===== src/rtl/hc_serial_pkg.sv =====
`default_nettype none
// ============================================================================
// Module      : hc_serial_pkg
// Description : Shared state encoding and default sizing for the serial link.
// Revision    : 1.0
// ============================================================================
package hc_serial_pkg;

    localparam int C_WIDTH_DEF = 8;
    localparam int C_DIV_DEF   = 2;

    typedef enum logic [1:0] {
        IDLE  = 2'd0,
        SETUP = 2'd1,
        HIGH  = 2'd2,
        LATCH = 2'd3
    } state_t;

endpackage
`default_nettype wire


===== src/rtl/hc_serial_tx_if.sv =====
`default_nettype none
// ============================================================================
// Module      : hc_serial_tx_if
// Description : Word handshake plus serial link pins of hc_serial_tx.
// Revision    : 1.0
// ============================================================================
interface hc_serial_tx_if
    import hc_serial_pkg::*;
#(
    parameter int WIDTH = C_WIDTH_DEF
);
    logic             Valid;
    logic [WIDTH-1:0] Data;
    logic             Ready;
    logic             Busy;
    logic             SClk;
    logic             SD;
    logic             SLatch;

    modport slave (
        input  Valid, Data,
        output Ready, Busy, SClk, SD, SLatch
    );

    modport master (
        output Valid, Data,
        input  Ready, Busy, SClk, SD, SLatch
    );
endinterface
`default_nettype wire


===== src/rtl/hc_piso_reg.sv =====
`default_nettype none
// ============================================================================
// Module      : hc_piso_reg
// Description : Parallel-load shift register; serial output is the next bit.
// Revision    : 1.0
// ============================================================================
module hc_piso_reg #(
    parameter int WIDTH     = 8,
    parameter bit MSB_FIRST = 1'b1
) (
    input  wire logic             Clk,
    input  wire logic             R,
    input  wire logic             load_i,
    input  wire logic             shift_i,
    input  wire logic [WIDTH-1:0] data_i,
    output logic                  sd_o
);
    logic [WIDTH-1:0] sr_q;
    logic [WIDTH-1:0] w_shifted;

    generate
        if (MSB_FIRST) begin : g_msb_first
            assign w_shifted = {sr_q[WIDTH-2:0], 1'b0};
            assign sd_o      = sr_q[WIDTH-1];
        end else begin : g_lsb_first
            assign w_shifted = {1'b0, sr_q[WIDTH-1:1]};
            assign sd_o      = sr_q[0];
        end
    endgenerate

    always_ff @(posedge Clk or negedge R) begin
        if (!R) begin
            sr_q <= '0;
        end else if (load_i) begin
            sr_q <= data_i;
        end else if (shift_i) begin
            sr_q <= w_shifted;
        end
    end
endmodule
`default_nettype wire


===== src/rtl/hc_serial_tx.sv =====
`default_nettype none
// ============================================================================
// Module      : hc_serial_tx
// Description : Handshaked word to SClk/SD/SLatch serial transmitter.
// Revision    : 1.0
// ============================================================================
module hc_serial_tx
    import hc_serial_pkg::*;
#(
    parameter int WIDTH     = C_WIDTH_DEF,
    parameter int DIV       = C_DIV_DEF,
    parameter bit MSB_FIRST = 1'b1
) (
    input  wire logic      Clk,
    input  wire logic      R,
    hc_serial_tx_if.slave  bus
);
    localparam int BW = $clog2(WIDTH + 1);
    // A one-cycle half-period still needs a 1-bit divider register.
    localparam int DW = (DIV > 1) ? $clog2(DIV) : 1;

    state_t        state_q, state_d;
    logic [BW-1:0] bit_q, bit_d;
    logic [DW-1:0] div_q, div_d;
    logic          sclk_q, sclk_d;
    logic          slatch_q, slatch_d;
    logic          w_load;
    logic          w_shift;
    logic          w_sd;

    always_ff @(posedge Clk or negedge R) begin
        if (!R) begin
            state_q  <= IDLE;
            bit_q    <= '0;
            div_q    <= '0;
            sclk_q   <= 1'b0;
            slatch_q <= 1'b0;
        end else begin
            state_q  <= state_d;
            bit_q    <= bit_d;
            div_q    <= div_d;
            sclk_q   <= sclk_d;
            slatch_q <= slatch_d;
        end
    end

    always_comb begin
        state_d = state_q;
        bit_d   = bit_q;
        div_d   = div_q;
        w_load  = 1'b0;
        w_shift = 1'b0;
        unique case (state_q)
            IDLE: begin
                if (bus.Valid) begin
                    w_load  = 1'b1;
                    bit_d   = BW'(WIDTH);
                    div_d   = DW'(DIV - 1);
                    state_d = SETUP;
                end
            end
            SETUP: begin
                if (div_q == '0) begin
                    div_d   = DW'(DIV - 1);
                    state_d = HIGH;
                end else begin
                    div_d = div_q - 1'b1;
                end
            end
            HIGH: begin
                if (div_q != '0) begin
                    div_d = div_q - 1'b1;
                end else if (bit_q == BW'(1)) begin
                    state_d = LATCH;
                end else begin
                    // Shifting here moves SD on the SClk falling edge.
                    w_shift = 1'b1;
                    bit_d   = bit_q - 1'b1;
                    div_d   = DW'(DIV - 1);
                    state_d = SETUP;
                end
            end
            LATCH: begin
                state_d = IDLE;
            end
            default: begin
                state_d = IDLE;
            end
        endcase
        sclk_d   = (state_d == HIGH);
        slatch_d = (state_d == LATCH);
    end

    hc_piso_reg #(
        .WIDTH     (WIDTH),
        .MSB_FIRST (MSB_FIRST)
    ) u_piso (
        .Clk     (Clk),
        .R       (R),
        .load_i  (w_load),
        .shift_i (w_shift),
        .data_i  (bus.Data),
        .sd_o    (w_sd)
    );

    assign bus.SClk   = sclk_q;
    assign bus.SD     = w_sd;
    assign bus.SLatch = slatch_q;
    assign bus.Ready  = (state_q == IDLE);
    assign bus.Busy   = (state_q != IDLE);
endmodule
`default_nettype wire


===== src/flat_wrapper.sv =====
// flat-port wrapper written by rule: the top's interface ports become plain ports
module hc_serial_tx_flat import hc_serial_pkg::*;
#(
    parameter int WIDTH     = C_WIDTH_DEF,
    parameter int DIV       = C_DIV_DEF,
    parameter bit MSB_FIRST = 1'b1
)
  (Clk, R, bus_Valid, bus_Data, bus_Ready, bus_Busy, bus_SClk, bus_SD, bus_SLatch);
  hc_serial_tx_if #(.WIDTH(WIDTH)) bus_i ();
  input  wire logic Clk;
  input  wire logic R;
  input wire logic [$bits(bus_i.Valid)-1:0] bus_Valid;
  input wire logic [$bits(bus_i.Data)-1:0] bus_Data;
  output wire logic [$bits(bus_i.Ready)-1:0] bus_Ready;
  output wire logic [$bits(bus_i.Busy)-1:0] bus_Busy;
  output wire logic [$bits(bus_i.SClk)-1:0] bus_SClk;
  output wire logic [$bits(bus_i.SD)-1:0] bus_SD;
  output wire logic [$bits(bus_i.SLatch)-1:0] bus_SLatch;
  assign bus_i.Valid = bus_Valid;
  assign bus_i.Data = bus_Data;
  assign bus_Ready = bus_i.Ready;
  assign bus_Busy = bus_i.Busy;
  assign bus_SClk = bus_i.SClk;
  assign bus_SD = bus_i.SD;
  assign bus_SLatch = bus_i.SLatch;
  hc_serial_tx #(.WIDTH(WIDTH), .DIV(DIV), .MSB_FIRST(MSB_FIRST)) u_core (.Clk(Clk), .R(R), .bus(bus_i));
endmodule

===== config.mk =====
export PLATFORM = sky130hd
export DESIGN_NAME = hc_serial_tx_flat
export DESIGN_NICKNAME = d
export VERILOG_FILES = /design/src/rtl/hc_serial_pkg.sv /design/src/rtl/hc_serial_tx_if.sv /design/src/rtl/hc_piso_reg.sv /design/src/rtl/hc_serial_tx.sv /design/src/flat_wrapper.sv
export SDC_FILE = /design/constraint.sdc
export NUM_CORES = 1
export LEC_CHECK = 0
export BUFFER_PORTS_ARGS = -buffer_cell sky130_fd_sc_hd__buf_4
export CORE_MARGIN = 5
export CORE_UTILIZATION = 45
export DETAILED_ROUTE_END_ITERATION = 10
export PLACE_DENSITY = 0.73
export SKIP_LAST_GASP = 1
export SYNTH_ARGS = -nofsm -noshare
export SYNTH_HDL_FRONTEND = slang
export SYNTH_SLANG_ARGS = --single-unit

===== constraint.sdc =====
create_clock -name Clk -period 1.7 [get_ports Clk]
set_clock_uncertainty 0.15 [all_clocks]
set_input_delay 0.17 -clock Clk [delete_from_list [all_inputs] [get_ports Clk]]
set_output_delay 0.17 -clock Clk [all_outputs]
set_load 0.01 [all_outputs]

### Yosys cells after proc, flatten, opt, wreduce, memory -nomap -nowiden

Index checks and enable logic that the tools add are counted.

* $add $sub $neg: 2
* $mul: 0
* div/mod/pow operators: 0
* order comparisons: 0
* eq/ne operators: 9
* shift-type cells: 0
* multiplexer cells: 20
* bitwise operators: 0
* reductions and logical operators: 7

Operator list (number)
* 8-bit 2-to-1 mux: 2
* 4-bit 2-to-1 mux: 3
* 2-bit == test, second input constant: 4
* 1-bit 2-to-1 mux: 8
* 2-bit 2-to-1 mux: 4
* 2-bit one-hot mux with 4 select lines: 1
* 4-bit one-hot mux with 2 select lines: 1
* 2-bit inequality test, second input constant: 3
* 2-bit nonzero test: 3
* 4-bit by 1-bit == test with 1-bit output, second input constant: 1
* 4-bit AND reduction: 1
* 4-bit by 1-bit subtractor with 4-bit output, second input constant: 1
* 1-bit one-hot mux with 3 select lines: 1
* 3-bit nonzero test: 1
* 2-bit by 1-bit == test with 1-bit output, second input constant: 1
* 2-bit zero test: 1
* 2-bit AND reduction: 1
* 1-bit subtractor, second input constant: 1

* register bits after elaboration: 17
* bits in latches: 0
* RAM bits: 0
* bits in read-only memories: 0
* input port bits: 11
* output and inout bits: 5
* logic and storage cells: 44
* memories kept: 0

### Logic depth before layout (Yosys ltp)

Gate-level depths: netlist of the first run.

* depth in word-level cells: 6
* mapped depth: 7
* mapped depth without buffers: 6

### By module

Synthesis of the first run repeated with hierarchy kept, for this count alone.

* cells, all modules: 106
* area, all modules: 982.2 µm²

Modules (own cells, without submodules)
* hc_serial_tx: times used 1, cells an instance 72, area an instance 613.1 µm²
* hc_piso_reg: times used 1, cells an instance 34, area an instance 369.1 µm²

### Worst setup path before layout of the first run

No wires, ideal clock.

* path kind: register to register
* start: reg u_core.state_q[0]
* end: reg u_core.u_piso.sr_q[7]
* library setup time: 0.141 ns
* data arrival time: 1.412 ns
* required time: 1.409 ns
* slack: -0.003 ns
* stages on the path, launching flop included: 8
* buffers on the path: 1
* period minus slack after synthesis: 1.703 ns
* cells stage by stage: dfrtp_1 > inv_1 > ha_1 > inv_2 > or3_1 > buf_4 > nand2_1 > a31oi_1

* longest elaborated chain between the ends: 3

RTL lines
* start: declaration: line hc_serial_tx.sv:22 `state_t state_q, state_d;`
* start signal: assignment: line hc_serial_tx.sv:39 `state_q <= state_d;`
* 2-bit == test / 2-bit zero test (equally long branches): line hc_serial_tx.sv:53 `unique case (state_q)`
* 1-bit 2-to-1 mux: line hc_serial_tx.sv:53
* 2-bit nonzero test (no line) / 8-bit 2-to-1 mux (equally long branches)
* end signal: assignment: line hc_piso_reg.sv:35 `sr_q <= data_i;`
* end signal: assignment: line hc_piso_reg.sv:37 `sr_q <= w_shifted;`
* end: declaration: line hc_piso_reg.sv:18 `logic [WIDTH-1:0] sr_q;`

Several ways; a longest one is shown, not always the timed one.
A chain may end at the register's enable or synchronous reset.

### Final worst setup path of the first run

* start: reg u_core.bit_q[0]
* end: reg u_core.bit_q[3]

* longest elaborated chain between the ends: 4

RTL lines
* start: declaration: line hc_serial_tx.sv:23 `logic [BW-1:0] bit_q, bit_d;`
* start signal: assignment: line hc_serial_tx.sv:40 `bit_q <= bit_d;`
* 4-bit by 1-bit subtractor with 4-bit output: line hc_serial_tx.sv:78 `bit_d = bit_q - 1'b1;`
* 4-bit 2-to-1 mux: line hc_serial_tx.sv:73 `end else if (bit_q == BW'(1)) begin`
* 4-bit 2-to-1 mux: line hc_serial_tx.sv:71 `if (div_q != '0) begin`
* 4-bit one-hot mux with 2 select lines: line hc_serial_tx.sv:53

Several ways; a longest one is shown, not always the timed one. The select of a mux whose other input is x is not followed.

==> run_results.csv, run 1 <==
group,metric,value,unit
clock_tree,htree_num_levels,1,
timing,fmax,599,MHz
drt,detail_route.first_pass.iterations,5,
worst_setup_path,crit_type,"reg2reg",
timing,finalHoldViolations,0,
clock_tree,cts_tree,"done",
timing,worst_slew_pin_slew,0.285,ns
pwr,total_power,0.00218,W
yosys,count_of_cell_types_in_the_netlist,30,
drt,drt_iter0_drc,7,
cells_and_area,share_of_cells_above_drive_strength_1,37.6,%
pwr,swShare,40.7,%
clock_tree,deepest_clock_path_buffer_count,2,
die,floorplan.core_area,2000,um2
timing,report.final.setup_viol,0,
placed_design,hpwlAfterDp,1.63,mm
cells_and_area,insertedDiodeCount,0,
pwr,max-vdd-ir-drop,1210,uV
global_routing,gr-total-overflow,0,
clock_tree,cts_num_sinks,17,
drt,detail_route.wirelength,2.25,mm
timing,finalWorstPathRequiredPeriod,1.67,ns
timing,fin_crit_sh,98.3,%
drt,via_count,876,
timing,maxSlewHeadroom,80.9,%
worst_setup_path,critPathMaxFanout,5,
clock_tree,cts_made_buffers,3,
yosys,synth.yosys.warnings,0,
clock_tree,cts_root_buf,"sky130_fd_sc_hd__clkbuf_4",
pwr,seq_power_share,33.3,%
cells_and_area,fillCellCount,147,
worst_setup_path,cp-end-kind,"flop",
global_routing,maximum_number_of_pins_on_one_net_before_global_route_repair,18,
timing,whs,0.000316,ns
timing,timing_max_transition_violations_final,0,
placed_design,placed_area,1200,um2
clock_tree,setup_fix_buffers_added_after_clock_tree_synthesis,0,
pwr,leakagePower,0.622,nW
cells_and_area,regArea,427,um2
die,fp.dieW,56.2,um
die,die_h,56.2,um
pwr,power.share.clock,10.1,%
yosys,synthesis.area,962,um2
cells_and_area,design_area,1390,um2
worst_setup_path,critPathMaxStageDelay,0.52,ns
drt,final_antenna_net_count,0,
global_routing,number_of_global_route_vias_before_repair,855,
status,outcome,"finished clean",
clock_tree,cts.clk_slew.worst_paths,0.10,ns
worst_setup_path,cpMaxStageDelayCell,"sky130_fd_sc_hd__or4_4",
placed_design,buffer_ports.inserted,15,
worst_setup_path,critical_path_arrival,1.70,ns
global_routing,grt_first_pass_wirelength,3.77,mm
cells_and_area,multi_input_area,578,um2
worst_setup_path,critical_path.cell_chain,"buf_4 > or4_4 > o41ai_1 > a21oi_1",
drt,detail_route.wl_per_cell,13.4,um
yosys,netlist_instances,105,
pwr,pwr_density_cell,1560,nW/um2
cells_and_area,most-common-layout-cells,"sky130_fd_sc_hd__buf_4 (26), sky130_fd_sc_hd__nand2_1 (18), sky130_fd_sc_hd__dfrtp_1 (16), sky130_fd_sc_hd__nor2_1 (13), sky130_fd_sc_hd__dlygate4sd3_1 (8)",
cells_and_area,leading_cell_type_in_the_layout_fill_and_taps_excluded,"sky130_fd_sc_hd__buf_4",
die,top_level_ports,16,
timing,setup_total_neg_slack,0,ns
die,rows,16,
timing,grt_setup_unrepaired,"true",
global_routing,antenna_violations_before_repair,0,
die,die_area,3160,um2
placed_design,place_congestion,0.850,
flow_run,maxCapViolations,0,
clock_tree,clock_insertion_delay_at_the_later_pin_of_the_skew_report,0.30,ns
cells_and_area,layout.nets,160,
worst_setup_path,required,1.73,ns
pwr,p_sw,0.000888,W
worst_setup_path,worstSetupStartpointType,"flop",
die,start_util,48.1,%
pwr,proportion_of_power_drawn_by_combinational_gates,56.6,%
global_routing,global_route_total_usage_across_every_layer,15.0,%
yosys,synth_seq_cells,17,
cells_and_area,utilization,69.6,%
pwr,internal_power,0.00129,W
yosys,post_synth.cell_area_avg,9.16,um2
yosys,mappedNetlistNets,123,
drt,route.detailed.vias_per_inst,5.21,
worst_hold_path,worstHoldPathType,"in2reg",
drt,drcViolationCount,0,
yosys,synth_sequential_area_ratio,44.2,%
cells_and_area,area_growth_syn_to_layout,44.9,%
## cells by family (layout without fill, tap and decap cells)
| logic type | count (synthesis) | after routing | synth area share, % |
|---|---|---|---|
| compound gates | 23 | 23 | 17.3 |
| simple gates | 46 | 46 | 23.5 |
| flops | 17 | 17 | 44.2 |
| mux | 1 | 1 | 1.04 |
| fa+ha+maj | 7 | 7 | 9.10 |
| buf+inv | 11 | 47 | 4.81 |
## synth_stat cells
cell,instances,area (um2)
sky130_fd_sc_hd__o211ai_2,1,12.5
sky130_fd_sc_hd__nor3_1,1,5.00
sky130_fd_sc_hd__ha_1,7,87.6
sky130_fd_sc_hd__clkbuf_1,1,3.75
sky130_fd_sc_hd__nor3b_1,1,7.51
sky130_fd_sc_hd__nand3_1,2,10.0
sky130_fd_sc_hd__o41ai_1,1,8.76
sky130_fd_sc_hd__buf_4,1,7.51
sky130_fd_sc_hd__nand2_1,18,67.6
sky130_fd_sc_hd__nor2_1,13,48.8
sky130_fd_sc_hd__o21ai_1,4,20.0
sky130_fd_sc_hd__a21oi_1,5,25.0
sky130_fd_sc_hd__a21o_2,1,8.76
sky130_fd_sc_hd__nand2b_1,3,18.8
sky130_fd_sc_hd__or3_1,1,6.26
sky130_fd_sc_hd__dfrtp_1,17,425
sky130_fd_sc_hd__inv_1,7,26.3
sky130_fd_sc_hd__mux2i_1,1,10.0
sky130_fd_sc_hd__nor3_2,1,10.0
sky130_fd_sc_hd__nor3b_2,1,12.5
sky130_fd_sc_hd__a41oi_2,1,16.3
sky130_fd_sc_hd__or4_4,1,11.3
sky130_fd_sc_hd__a31oi_1,7,43.8
sky130_fd_sc_hd__or2_1,1,6.26
sky130_fd_sc_hd__inv_2,1,3.75
sky130_fd_sc_hd__o32ai_2,1,16.3
sky130_fd_sc_hd__buf_2,1,5.00
sky130_fd_sc_hd__and2b_4,1,10.0
sky130_fd_sc_hd__a211oi_1,2,15.0
sky130_fd_sc_hd__nor4_1,2,12.5
## layer usage
layer	vias to the layer above	share of wire (%)	track usage, %	routed length (um)
li1	434	-	-	-
met1	420	44	18.7	994
met2	15	51	24.7	1140
met3	7	2.2	1.86	50
met4	0	2.8	8.47	64
met5	-	0	0	0
## power by group through the flow
stage,Clock (W),Combinational [W],Sequential (W)
after CTS,0.000220,0.00109,0.000701
after detailed placement,0,0.00106,0.000708
final,0.000220,0.00123,0.000726
after global routing,0.000235,0.00136,0.000748
after global placement,0,0.00103,0.000699
after floorplan,0,0.000664,0.000701
## flip-flops by register name (all words and copies together), names as in the netlist
| register | cells |
|---|---|
| u_core.u_piso.sr_q | 8 |
| u_core.bus.SClk | 1 |
| u_core.bit_q | 4 |
| u_core.state_q | 2 |
| u_core.bus.SLatch | 1 |
| u_core.div_q | 1 |
## worst paths after layout
kind                                              startpoint                                 to  slack [ns]  depth (start not counted)
setup reg to reg                 u_core.bit_q[0]$_DFFE_PN0P_        u_core.bit_q[3]$_DFFE_PN0P_        0.03                          4
min in group asynchronous                                  R        u_core.bit_q[2]$_DFFE_PN0P_        0.11                          2
max in group asynchronous                                  R        u_core.state_q[1]$_DFF_PN0_        1.09                          2
setup / recovery                 u_core.bit_q[0]$_DFFE_PN0P_        u_core.bit_q[3]$_DFFE_PN0P_        0.03                          4
hold / removal                                     bus_Valid  u_core.u_piso.sr_q[0]$_DFFE_PN0P_      0.0003                          3
hold reg to reg            u_core.u_piso.sr_q[0]$_DFFE_PN0P_  u_core.u_piso.sr_q[0]$_DFFE_PN0P_        0.39                          2
## metrics by stage
step           setup slack [ns]  cells
2_1_floorplan            0.0154    105
3_3_place_gp            -0.0232    156
3_5_place_dp            -0.0474    156
4_1_cts                0.000453    168
5_1_grt                 -0.0472    168
6_report                 0.0293    168
## area by class of cell
type | count | share of cell area [%]
Sequential cell | 17 | 30.6
Tap cell | 27 | 2.42
Timing Repair Buffer | 35 | 21.2
Multi-Input combinational cell | 77 | 41.5
Inverter | 8 | 2.33
Clock buffer | 3 | 1.62
Clock inverter | 1 | 0.359
## critical path, delay by kind of cell, from the launching register on
| family | cells | cell delay (ns) |
|---|---|---|
| simple gates | 1 | 0.52 |
| flops | 1 | 0.41 |
| compound gates | 2 | 0.32 |
| buf+inv | 1 | 0.16 |
## timing repair
item | in CTS | in global routing
hold buffers | 8 | 0
pin swaps | 0 | 2
gates cloned | 0 | 0
hold endpoints to repair | 24 | 0
resized for setup | 2 | 17
endpoints found under the setup margin | 2 | 18
Power figures use the tool's default switching activity.
==> run 2: changes to the inputs <==
PLACE_DENSITY = 0.78   (was 0.73)
==> run 2 against run 1 <==
Register-to-register slack got worse by 0.02 ns. Critical path depth grew 2. First-iteration DRC count up 86%. Combinational power fell by 9.8%. Via count decreased by 2.5%. Global-route usage down 1.1 points. Final cell count down 0.60%. Largest cell class unchanged.
==> run_results.csv, run 2 (synthesis results as in run 1) <==
group,metric,value,unit
status,outcome,"finished clean",
pwr,max-vdd-ir-drop,860,uV
clock_tree,cts.clk_slew.worst_paths,0.10,ns
global_routing,antenna_violations_before_repair,0,
die,die_h,56.2,um
clock_tree,clock_insertion_delay_at_the_later_pin_of_the_skew_report,0.29,ns
worst_setup_path,critical_path.cell_chain,"inv_2 > ha_2 > nor3b_4 > or3_4 > nand2_1 > a31oi_1",
timing,worst_slew_pin_slew,0.329,ns
die,floorplan.core_area,2000,um2
timing,finalHoldViolations,0,
worst_hold_path,worstHoldPathType,"in2reg",
worst_setup_path,cpMaxStageDelayCell,"sky130_fd_sc_hd__dfrtp_1",
placed_design,hpwlAfterDp,1.45,mm
timing,setup_total_neg_slack,0,ns
drt,final_antenna_net_count,0,
worst_setup_path,cp-end-kind,"flop",
drt,detail_route.wl_per_cell,12.5,um
worst_setup_path,required,1.76,ns
clock_tree,htree_num_levels,1,
global_routing,gr-total-overflow,0,
global_routing,global_route_total_usage_across_every_layer,13.8,%
worst_setup_path,crit_type,"reg2reg",
drt,detail_route.wirelength,2.08,mm
worst_setup_path,critPathMaxFanout,8,
drt,drt_iter0_drc,13,
cells_and_area,design_area,1320,um2
die,start_util,48.1,%
cells_and_area,fillCellCount,169,
worst_setup_path,critical_path_arrival,1.74,ns
timing,report.final.setup_viol,0,
worst_setup_path,critical_path_buf_inv_count,1,
timing,maxSlewHeadroom,78.0,%
placed_design,buffer_ports.inserted,15,
placed_design,place_congestion,0.808,
drt,route.detailed.vias_per_inst,5.11,
global_routing,maximum_number_of_pins_on_one_net_before_global_route_repair,18,
clock_tree,cts_root_buf,"sky130_fd_sc_hd__clkbuf_4",
timing,grt_setup_unrepaired,"true",
cells_and_area,insertedDiodeCount,0,
pwr,leakagePower,0.611,nW
worst_setup_path,worstSetupStartpointType,"flop",
global_routing,grt_first_pass_wirelength,3.43,mm
timing,timing_max_transition_violations_final,0,
cells_and_area,most-common-layout-cells,"sky130_fd_sc_hd__buf_4 (26), sky130_fd_sc_hd__nand2_1 (18), sky130_fd_sc_hd__dfrtp_1 (17), sky130_fd_sc_hd__nor2_1 (13), sky130_fd_sc_hd__dlygate4sd3_1 (8)",
cells_and_area,share_of_cells_above_drive_strength_1,33.6,%
die,die_area,3160,um2
timing,finalWorstPathRequiredPeriod,1.69,ns
cells_and_area,area_growth_syn_to_layout,36.9,%
clock_tree,cts_num_sinks,17,
timing,fin_crit_sh,99.2,%
worst_setup_path,critPathMaxStageDelay,0.40,ns
pwr,pwr_density_cell,1540,nW/um2
clock_tree,cts_tree,"done",
cells_and_area,leading_cell_type_in_the_layout_fill_and_taps_excluded,"sky130_fd_sc_hd__buf_4",
cells_and_area,largestRegisters,"u_core.u_piso.sr_q (8), u_core.bit_q (4), u_core.state_q (2)",
drt,detail_route.first_pass.iterations,4,
timing,fmax,593,MHz
cells_and_area,layout.nets,159,
die,rows,16,
global_routing,number_of_global_route_vias_before_repair,771,
cells_and_area,regMostFlops,"u_core.u_piso.sr_q",
pwr,total_power,0.00204,W
flow_run,maxCapViolations,0,
placed_design,placed_area,1170,um2
drt,via_count,854,
die,fp.dieW,56.2,um
die,top_level_ports,16,
drt,drcViolationCount,0,
clock_tree,deepest_clock_path_buffer_count,2,
worst_setup_path,timing.critical_path.max_delay_family,"simple AND/OR/NAND/NOR gates",
clock_tree,cts_made_buffers,3,
cells_and_area,largest_register_ff_count,8,
-- run 2: cell count changes in the layout (fill, tap and decap cells not counted), sizes merged --
cell / before / now
buf: 27 / 26
-- run 2: worst paths after layout --
check	startpoint	end	slack, ns	cells after the start
max in group asynchronous	R	u_core.div_q$_DFFE_PN0P_	1.10	2
setup reg to reg	u_core.bit_q[1]$_DFFE_PN0P_	u_core.u_piso.sr_q[5]$_DFFE_PN0P_	0.01	6
min in group asynchronous	R	u_core.state_q[0]$_DFF_PN0_	0.11	2
hold / removal	bus_Data[2]	u_core.u_piso.sr_q[2]$_DFFE_PN0P_	0.004	3
hold reg to reg	u_core.u_piso.sr_q[0]$_DFFE_PN0P_	u_core.u_piso.sr_q[0]$_DFFE_PN0P_	0.38	2
setup / recovery	u_core.bit_q[1]$_DFFE_PN0P_	u_core.u_piso.sr_q[5]$_DFFE_PN0P_	0.01	6
-- run 2: power breakdown --
group	internal (W)	total [W]	switching (W)	leakage (nW)
combinational	0.000546	0.00111	0.000565	0.390
sequential	0.000582	0.000711	0.000129	0.203
clock	0.0000875	0.000212	0.000125	0.0177
total	0.00122	0.00204	0.000820	0.611
-- run 2: what timing repair did --
item / in CTS / in global routing
hold buffers: 7 / 1
setup buffers: 0 / 1
gates resized for setup: 5 / 4
setup endpoints to repair: 9 / 12
hold endpoints to repair: 22 / 1
pin swaps: 0 / 4
-- run 2: metal layers --
metal / part of all wire [%] / wire length, um / global-route usage (%) / up-vias
li1: - / - / - / 432
met1: 47 / 987 / 17.9 / 405
met2: 48 / 1010 / 22.2 / 13
met3: 1.9 / 39 / 1.39 / 4
met4: 2.5 / 53 / 8.14 / 0
met5: 0 / 0 / 0 / -
-- run 2: metrics by stage --
step / utilization (%) / hold WS (ns) / setup WS (ns) / instances
after global routing: 65.8 / 0.000239 / -0.0380 / 167
after CTS: 64.3 / 0.000218 / 0.0306 / 165
after global placement: 58.4 / -0.104 / 0.0304 / 154
final: 65.8 / 0.00363 / 0.0139 / 167
after detailed placement: 58.4 / -0.104 / -0.0408 / 154
after floorplan: - / -0.276 / 0.0154 / 105
-- run 2: final cells by class --
class | instances | area (um2) | area share, %
inverters | 8 | 30.0 | 2.28
flip-flops and latches | 17 | 425 | 32.3
well taps | 27 | 33.8 | 2.56
multi-input cells | 77 | 526 | 39.9
clock buffers | 3 | 22.5 | 1.71
repair buffers | 34 | 275 | 20.9
clock inverters | 1 | 5.00 | 0.380
-- run 2: worst min-delay path, delay by kind of cell --
kind,cells,cell delay (ns)
simple gates,1,0.09
buf+inv,1,0.11
compound gates,1,0.05
